**config.mk**
```make
export PLATFORM = sky130hd
export DESIGN_NAME = uart_rx
export DESIGN_NICKNAME = d
export VERILOG_FILES = /design/src/rtl/uart_rx.sv
export SDC_FILE = /design/constraint.sdc
export NUM_CORES = 1
export LEC_CHECK = 0
export CAP_MARGIN = 20
export CORE_MARGIN = 10
export CORE_UTILIZATION = 42
export CTS_CLUSTER_SIZE = 28
export DETAILED_ROUTE_END_ITERATION = 8
export PLACE_DENSITY = 0.66
export SKIP_LAST_GASP = 1
export SYNTH_ARGS = -nofsm -noshare
export SYNTH_HDL_FRONTEND = slang
export SYNTH_SLANG_ARGS = --single-unit
```
**constraint.sdc**
```tcl
create_clock -name CLK -period 3.3 [get_ports CLK]
set_clock_uncertainty 0.2 [all_clocks]
set_input_delay 0.33 -clock CLK [delete_from_list [all_inputs] [get_ports CLK]]
set_output_delay 0.33 -clock CLK [all_outputs]
set_load 0.005 [all_outputs]
```
**src/rtl/uart_rx.sv**
```systemverilog
// 8N1 UART receiver: two-flop synchronised RXD, mid-bit sampling, LSB first.
// Good bytes leave as a one-cycle DATA_EN; a low stop bit gives one FRAME_ERR.
module uart_rx #(
    parameter int CLKS_PER_BIT = 434,
    parameter int CNT_W        = $clog2(CLKS_PER_BIT)
) (
    input  logic       CLK,
    input  logic       RST,
    input  logic       RXD,
    output logic [7:0] DATA_OUT,
    output logic       DATA_EN,
    output logic       FRAME_ERR,
    output logic       BUSY
);

    typedef enum logic [2:0] {
        S_IDLE,
        S_START,
        S_DATA,
        S_STOP,
        S_BRK
    } state_t;

    localparam logic [CNT_W-1:0] HALF_M1 = CNT_W'(CLKS_PER_BIT / 2 - 1);
    localparam logic [CNT_W-1:0] FULL_M1 = CNT_W'(CLKS_PER_BIT - 1);
    localparam logic [CNT_W-1:0] CNT_ONE = CNT_W'(1);

    state_t           state, state_nx;
    logic [CNT_W-1:0] cnt, cnt_nx;
    logic [2:0]       bit_idx, bit_idx_nx;
    logic [7:0]       shift, shift_nx;
    logic [7:0]       data_out_nx;
    logic             data_en_nx, frame_err_nx;
    logic             rxd_p0, rxd_p1;
    logic             rxs;

    // synchroniser stage: RXD -> rxd_p0 -> rxd_p1
    always_ff @(posedge CLK) begin
        if (RST) begin
            rxd_p0 <= 1'b1;
            rxd_p1 <= 1'b1;
        end else begin
            rxd_p0 <= RXD;
            rxd_p1 <= rxd_p0;
        end
    end

    assign rxs  = rxd_p1;
    assign BUSY = (state != S_IDLE);

    // frame state register
    always_ff @(posedge CLK) begin
        if (RST) begin
            state     <= S_IDLE;
            cnt       <= '0;
            bit_idx   <= '0;
            shift     <= '0;
            DATA_OUT  <= '0;
            DATA_EN   <= 1'b0;
            FRAME_ERR <= 1'b0;
        end else begin
            state     <= state_nx;
            cnt       <= cnt_nx;
            bit_idx   <= bit_idx_nx;
            shift     <= shift_nx;
            DATA_OUT  <= data_out_nx;
            DATA_EN   <= data_en_nx;
            FRAME_ERR <= frame_err_nx;
        end
    end

    always_comb begin
        state_nx     = state;
        cnt_nx       = cnt;
        bit_idx_nx   = bit_idx;
        shift_nx     = shift;
        data_out_nx  = DATA_OUT;
        data_en_nx   = 1'b0;
        frame_err_nx = 1'b0;
        case (state)
            S_IDLE: begin
                if (!rxs) begin
                    state_nx = S_START;
                    cnt_nx   = '0;
                end
            end
            S_START: begin
                // half a bit in: still low means a real start bit, else a glitch
                if (cnt == HALF_M1) begin
                    cnt_nx = '0;
                    if (rxs) begin
                        state_nx = S_IDLE;
                    end else begin
                        state_nx   = S_DATA;
                        bit_idx_nx = '0;
                    end
                end else begin
                    cnt_nx = cnt + CNT_ONE;
                end
            end
            S_DATA: begin
                if (cnt == FULL_M1) begin
                    cnt_nx            = '0;
                    shift_nx[bit_idx] = rxs;
                    bit_idx_nx        = bit_idx + 3'd1;
                    if (bit_idx == 3'd7) state_nx = S_STOP;
                end else begin
                    cnt_nx = cnt + CNT_ONE;
                end
            end
            S_STOP: begin
                if (cnt == FULL_M1) begin
                    cnt_nx = '0;
                    if (rxs) begin
                        data_out_nx = shift;
                        data_en_nx  = 1'b1;
                        state_nx    = S_IDLE;
                    end else begin
                        frame_err_nx = 1'b1;
                        state_nx     = S_BRK;
                    end
                end else begin
                    cnt_nx = cnt + CNT_ONE;
                end
            end
            S_BRK: begin
                // a held-low line must return high before a new start is armed
                if (rxs) state_nx = S_IDLE;
            end
            default: state_nx = S_IDLE;
        endcase
    end

endmodule

```
Yosys cells after proc, flatten, opt, wreduce, memory -nomap -nowiden
Cells that the tools add are included.
- add/sub/neg operators: 2
- multiply operators: 0
- div/mod/pow operators: 0
- $lt $le $gt $ge: 2
- equality and inequality tests: 14
- shift-type cells: 0
- muxes and demuxes: 22
- bitwise gates (word level): 2
- reduce and logical (&&, ||, !) cells: 12
- operator list (cell ; count):
    2-to-1 mux 3 bit ; 10
    2-to-1 mux 9 bit ; 3
    case mux 9 bit (3 select lines) ; 1
    case mux 3 bit (5 select lines) ; 1
    != test 2 bit (second input constant) ; 7
    adder 9 x 1 -> 9 bit (second input constant) ; 1
    equality test 9 x 8 -> 1 bit (second input constant) ; 1
    equality test 9 bit (second input constant) ; 1
    bitwise mux 8 bit ; 1
    equality test 3 x 2 -> 1 bit (second input constant) ; 2
    equality test 3 bit (second input constant) ; 2
    case mux 3 bit (2 select lines) ; 1
    AND reduction 6 bit ; 1
    nonzero test 3 bit ; 2
    < comparator 3 x 4 -> 1 bit (second input constant) ; 1
    AND reduction 2 bit ; 2
    AND reduction 4 bit ; 1
    adder 3 x 1 -> 3 bit (second input constant) ; 1
    demux 1 bit (select 3 bit) ; 1
    equality test 3 x 1 -> 1 bit (second input constant) ; 1
    >= comparator 3 x 1 -> 1 bit (second input constant) ; 1
    logical NOT 3 bit ; 1
    2-to-1 mux 1 bit ; 3
    AND reduction 3 bit ; 1
    6 further kinds ; 7
- register bits: 35
- bits in latches: 0
- bits in writable memories: 0
- ROM bits: 0
- input bits: 3
- output and inout bits: 11
- word-level logic and storage cells: 63
- memories kept: 0

Logic depth before layout (Yosys ltp)
- depth after elaboration: 5
- mapped depth: 8
- gate-level depth less buffers: 7

Least setup slack after synthesis
OpenSTA, ideal clock, no wires.
- kind: reg-to-reg
- from: reg cnt[0]
- to: reg cnt[1]
- library setup time: 0.128 ns
- data arrival time: 1.755 ns
- data required time: 2.972 ns
- slack: 1.217 ns
- cell stages (with the launch flop): 8
- path buffers: 0
- period minus slack after synthesis: 2.083 ns
- cell sequence: dfxtp_1 -> inv_1 -> ha_1 -> or4b_1 -> o31ai_1 -> o21ai_1 -> a22oi_1 -> nor2_1
- cells in the longest elaborated chain, start to end: 3
- elaborated cells on any way between the ends: 6
- classes of those cells: 1 x add/sub; 2 x eq/ne; 3 x mux
- ends and longest elaborated chain (what ; line ; source):
    start, declared ; 29 ; logic [CNT_W-1:0] cnt, cnt_nx;
    start signal, assigned ; 63 ; cnt <= cnt_nx;
    adder 9 x 1 -> 9 bit (tied with other cells) ; 98, 108, 123 ;
    2-to-1 mux 9 bit (on tied branches) ; 102, 112, 89 ;
    case mux 9 bit (3 select lines) (*) ; 80 ; case (state)
Every way passes the cells marked *; elsewhere a longest branch is shown, timed or not.
A chain may end at the register's enable or synchronous reset.

Worst setup path after layout
Same ends and word-level chain as after synthesis.

==> reports/metrics.csv <==
stage,metric,value,unit
layout,Fill cells,355,
clocking,cts bufs inserted,5,
routing,residual DRC count,0,
setup_path,CP max FO,10,
setup_path,slowest stage cell on the critical path,or4b_1,
sta,setup TNS,0,ns
sta,final hold vios,0,
setup_path,Startpoint Class,flip-flop,
routing,drt first pass iters,4,
floorplanning,Rows,22,
clocking,Num Clock Sinks,35,
setup_path,CP cell instances,"inv_1, ha_1, or4b_1, o31ai_1, o21ai_1, a22oi_1, nor2_1",
floorplanning,die area,6770,um2
setup_path,Worst setup EP type,flip-flop,
pwr,Pwr Density,569,nW/um2
run_status,outcome,"finished, final reports clean",
routing,Routed Antenna Nets,0,
setup_path,Arrival @ worst endpoint,2.33,ns
hold_path,Hold Path End,rxd_p1$_SDFF_PP1_,
sta,Slew @ Worst Pin,0.686,ns
setup_path,RR Endpoint,cnt[1]$_SDFFE_PP0P_,
sta,fin crit share,0.723,
floorplanning,Ports,14,
synthesis,"Seq/Total Area, Yosys",0.430,
pwr,Leakage Power,0.000624,uW
place,Placed Instances,241,
grt,GR Util All Layers,0.107,
routing,drt first-iter violations,97,
hold_path,Hold WC Path Type,reg -> reg,
routing,WL per Instance,14.2,um
layout,# diodes,0,
sta,Slew headroom,0.540,
routing,via-per-instance ratio,5.71,
layout,share of layout cells above drive strength 1,0.0697,
setup_path,worst reg2reg startpoint,cnt[0]$_SDFFE_PP0P_,
synthesis,Post-Syn Nets,196,
hold_path,hold path depth,1,
synthesis,synth top area cells,"dfxtp_1, mux2i_1, nand3_1",
place,DP HPWL,2470,um
sta,Slew Limit Fails,0,
pwr,Peak supply drop,0.000219,V
grt,Overflow after GRT,0,
clocking,H-tree depth,2,
synthesis,synthesized flop and latch total,35,
sta,Final WS setup,0.914,ns
place,PortBufs,13,
sta,RSZ-0062 raised after global routing,no,
synthesis,Syn Inst Count,188,
clocking,Root Driver,clkbuf_8,
sta,Max Fclk,419,MHz
layout,Layout Cells excl Fill,249,
pwr,Final Power,1090,uW
place,Setup WS pre-CTS,0.939,ns
layout,P&R area growth vs syn,17.8,%
routing,DR vias,1421,
sta,final setup fails,0,
clocking,Post-CTS Hold Buffers,0,
synthesis,cell taking the most area after synthesis,dfxtp_1,
job,Max Cap Viol,0,
floorplanning,Core ar.,3720,um2
floorplanning,Starting Density,0.438,
clocking,CTS tree,yes,
setup_path,R2R Setup Slk,0.91,ns
clocking,CTS resizes,0,
floorplanning,Die W,82.3,um
hold_path,Hold Crit Start,rxd_p0$_SDFF_PP1_,
setup_path,Crit Path Category,reg -> reg,
synthesis,Unique masters post-synth,37,
synthesis,commonest register cell after synthesis,dfxtp_1,
setup_path,CP required,3.24,ns
floorplanning,Die Y,82.3,um
grt,vias in the first global route,1358,
setup_path,slowest cell delay on critical path,0.43,ns
layout,Final nets,208,
synthesis,Netlist Area Pre-Place,1630,um2
routing,Total Wirelength,3530,um
grt,initial antenna violation count,0,
setup_path,R2R cell count,7,
clocking,"Setup Fix Bufs, Post-CTS",0,
synthesis,area share of the largest cell type after synthesis,0.430,
place,gpl congestion,0.806,
grt,pin count of the biggest net entering global routing,20,
synthesis,YS warnings,0,
synthesis,"EDFF count, synth",0,
layout,Final Util,0.516,
sta,Tmin final,2.39,ns
clocking,CTS Buffer Depth,2,
grt,first-pass GRT wire length,5910,um
synthesis,synthesized area per cell,8.67,um2
synthesis,Async SR Flop Fraction,0,
clocking,clock-pin slew on the worst setup and hold paths,0.07,ns
clocking,insertion delay to the later sink of the worst-skew pair,0.28,ns
-- critical path, delay by kind of cell (launching register included) --
kind                     cells  cell delay (ns)
AO/OA/AOI/OAI                3             0.95
AND/OR/NAND/NOR              2             0.50
flip-flops                   1             0.34
adder cells (fa/ha/maj)      1             0.16
buffers and inverters        1             0.11
-- registers in the layout, summed over array words and instances, names as in the netlist, 3 cells and up --
signal and count:
cnt 9, shift 8, bit_idx 3, state 3, DATA_OUT 8
-- metrics by stage --
| stage | instance area [um2] | hold slack [ns] |
|---|---|---|
| finish | 1920 | 0.228 |
| global route | 1920 | 0.250 |
| CTS | 1920 | 0.236 |
| detailed placement | 1790 | 0.210 |
| global placement | 1790 | 0.205 |
| floorplan | 1630 | 0.189 |
-- Yosys cell counts, types with 2 or more instances --
| library cell | instances |
|---|---|
| a31oi_1 | 5 |
| dfxtp_1 | 35 |
| mux2i_1 | 9 |
| buf_2 | 2 |
| a22oi_1 | 4 |
| or3_1 | 5 |
| ha_1 | 5 |
| nand3_1 | 14 |
| nor3b_1 | 4 |
| nand3b_1 | 2 |
| o21ai_0 | 8 |
| o31ai_1 | 4 |
| a21oi_1 | 10 |
| nor3_1 | 6 |
| nor2b_1 | 2 |
| o21a_1 | 2 |
| nand2_1 | 13 |
| clkbuf_1 | 6 |
| nor2_1 | 16 |
| inv_1 | 5 |
| nand4_1 | 3 |
| o21ai_1 | 2 |
| o211ai_1 | 2 |
| and2_1 | 3 |
| or2_2 | 4 |
| nand2b_1 | 6 |
-- cells by family after synthesis --
group           synth area share
mux                       0.0553
compound gates             0.151
simple gates               0.284
buf+inv                   0.0361
xor+xnor                 0.00538
fa+ha+maj                 0.0384
flops                      0.430
-- how the worst max path moves through the flow --
| stage | startpoint | endpoint | slack [ns] | cells past startpoint |
|---|---|---|---|---|
| after global placement | cnt[2]$_SDFFE_PP0P_ | DATA_OUT[7]$_SDFFE_PP0P_ | 1.0 | 5 |
| after floorplan | cnt[0]$_SDFFE_PP0P_ | cnt[1]$_SDFFE_PP0P_ | 1.22 | 7 |
| after global routing | cnt[0]$_SDFFE_PP0P_ | cnt[1]$_SDFFE_PP0P_ | 0.70 | 7 |
| after detailed placement | cnt[0]$_SDFFE_PP0P_ | cnt[1]$_SDFFE_PP0P_ | 0.94 | 7 |
| after CTS | cnt[0]$_SDFFE_PP0P_ | cnt[1]$_SDFFE_PP0P_ | 0.91 | 7 |
| final | cnt[0]$_SDFFE_PP0P_ | cnt[1]$_SDFFE_PP0P_ | 0.91 | 7 |
-- cell type report --
cell class / instances / area, um2 / share of cell area
Inverter: 5 / 18.8 / 0.00978
Clock buffer: 6 / 72.6 / 0.0378
Timing Repair Buffer: 14 / 138 / 0.0717
Tap cell: 48 / 60.1 / 0.0313
Clock inverter: 2 / 60.1 / 0.0313
Multi-Input combinational cell: 139 / 870 / 0.453
Sequential cell: 35 / 701 / 0.365
-- metal layers --
metal	routed length (um)	vias up	global-route usage	share of wire
met3	211	5	0.0227	0.060
met2	1700	40	0.173	0.48
met5	0	-	0	0
met4	52	0	0.0646	0.015
met1	1560	677	0.128	0.44
li1	-	699	-	-
-- power by group --
part	internal [uW]	switching (uW)	leakage, uW
clock network	302	149	0.0000654
logic	64.8	106	0.000276
registers	438	31.5	0.000283
-- cell usage in the layout, fill, tap and decap left out, types with 2 or more instances in the layout --
cell and instances:
a21oi_1 10, a22oi_1 4, a31oi_1 5, and2_1 3
bufinv_16 2, clkbuf_8 5, clkdlybuf4s50_1 13, dfxtp_1 35
ha_1 5, inv_1 5, mux2i_1 9, nand2_1 13
nand2b_1 6, nand3_1 14, nand3b_1 2, nand4_1 3
nor2_1 16, nor2b_1 2, nor3_1 6, nor3b_1 4
o211ai_1 2, o21a_1 2, o21ai_0 8, o21ai_1 2
o31ai_1 4, or2_2 4, or3_1 5
Power figures use the tool's default switching activity.
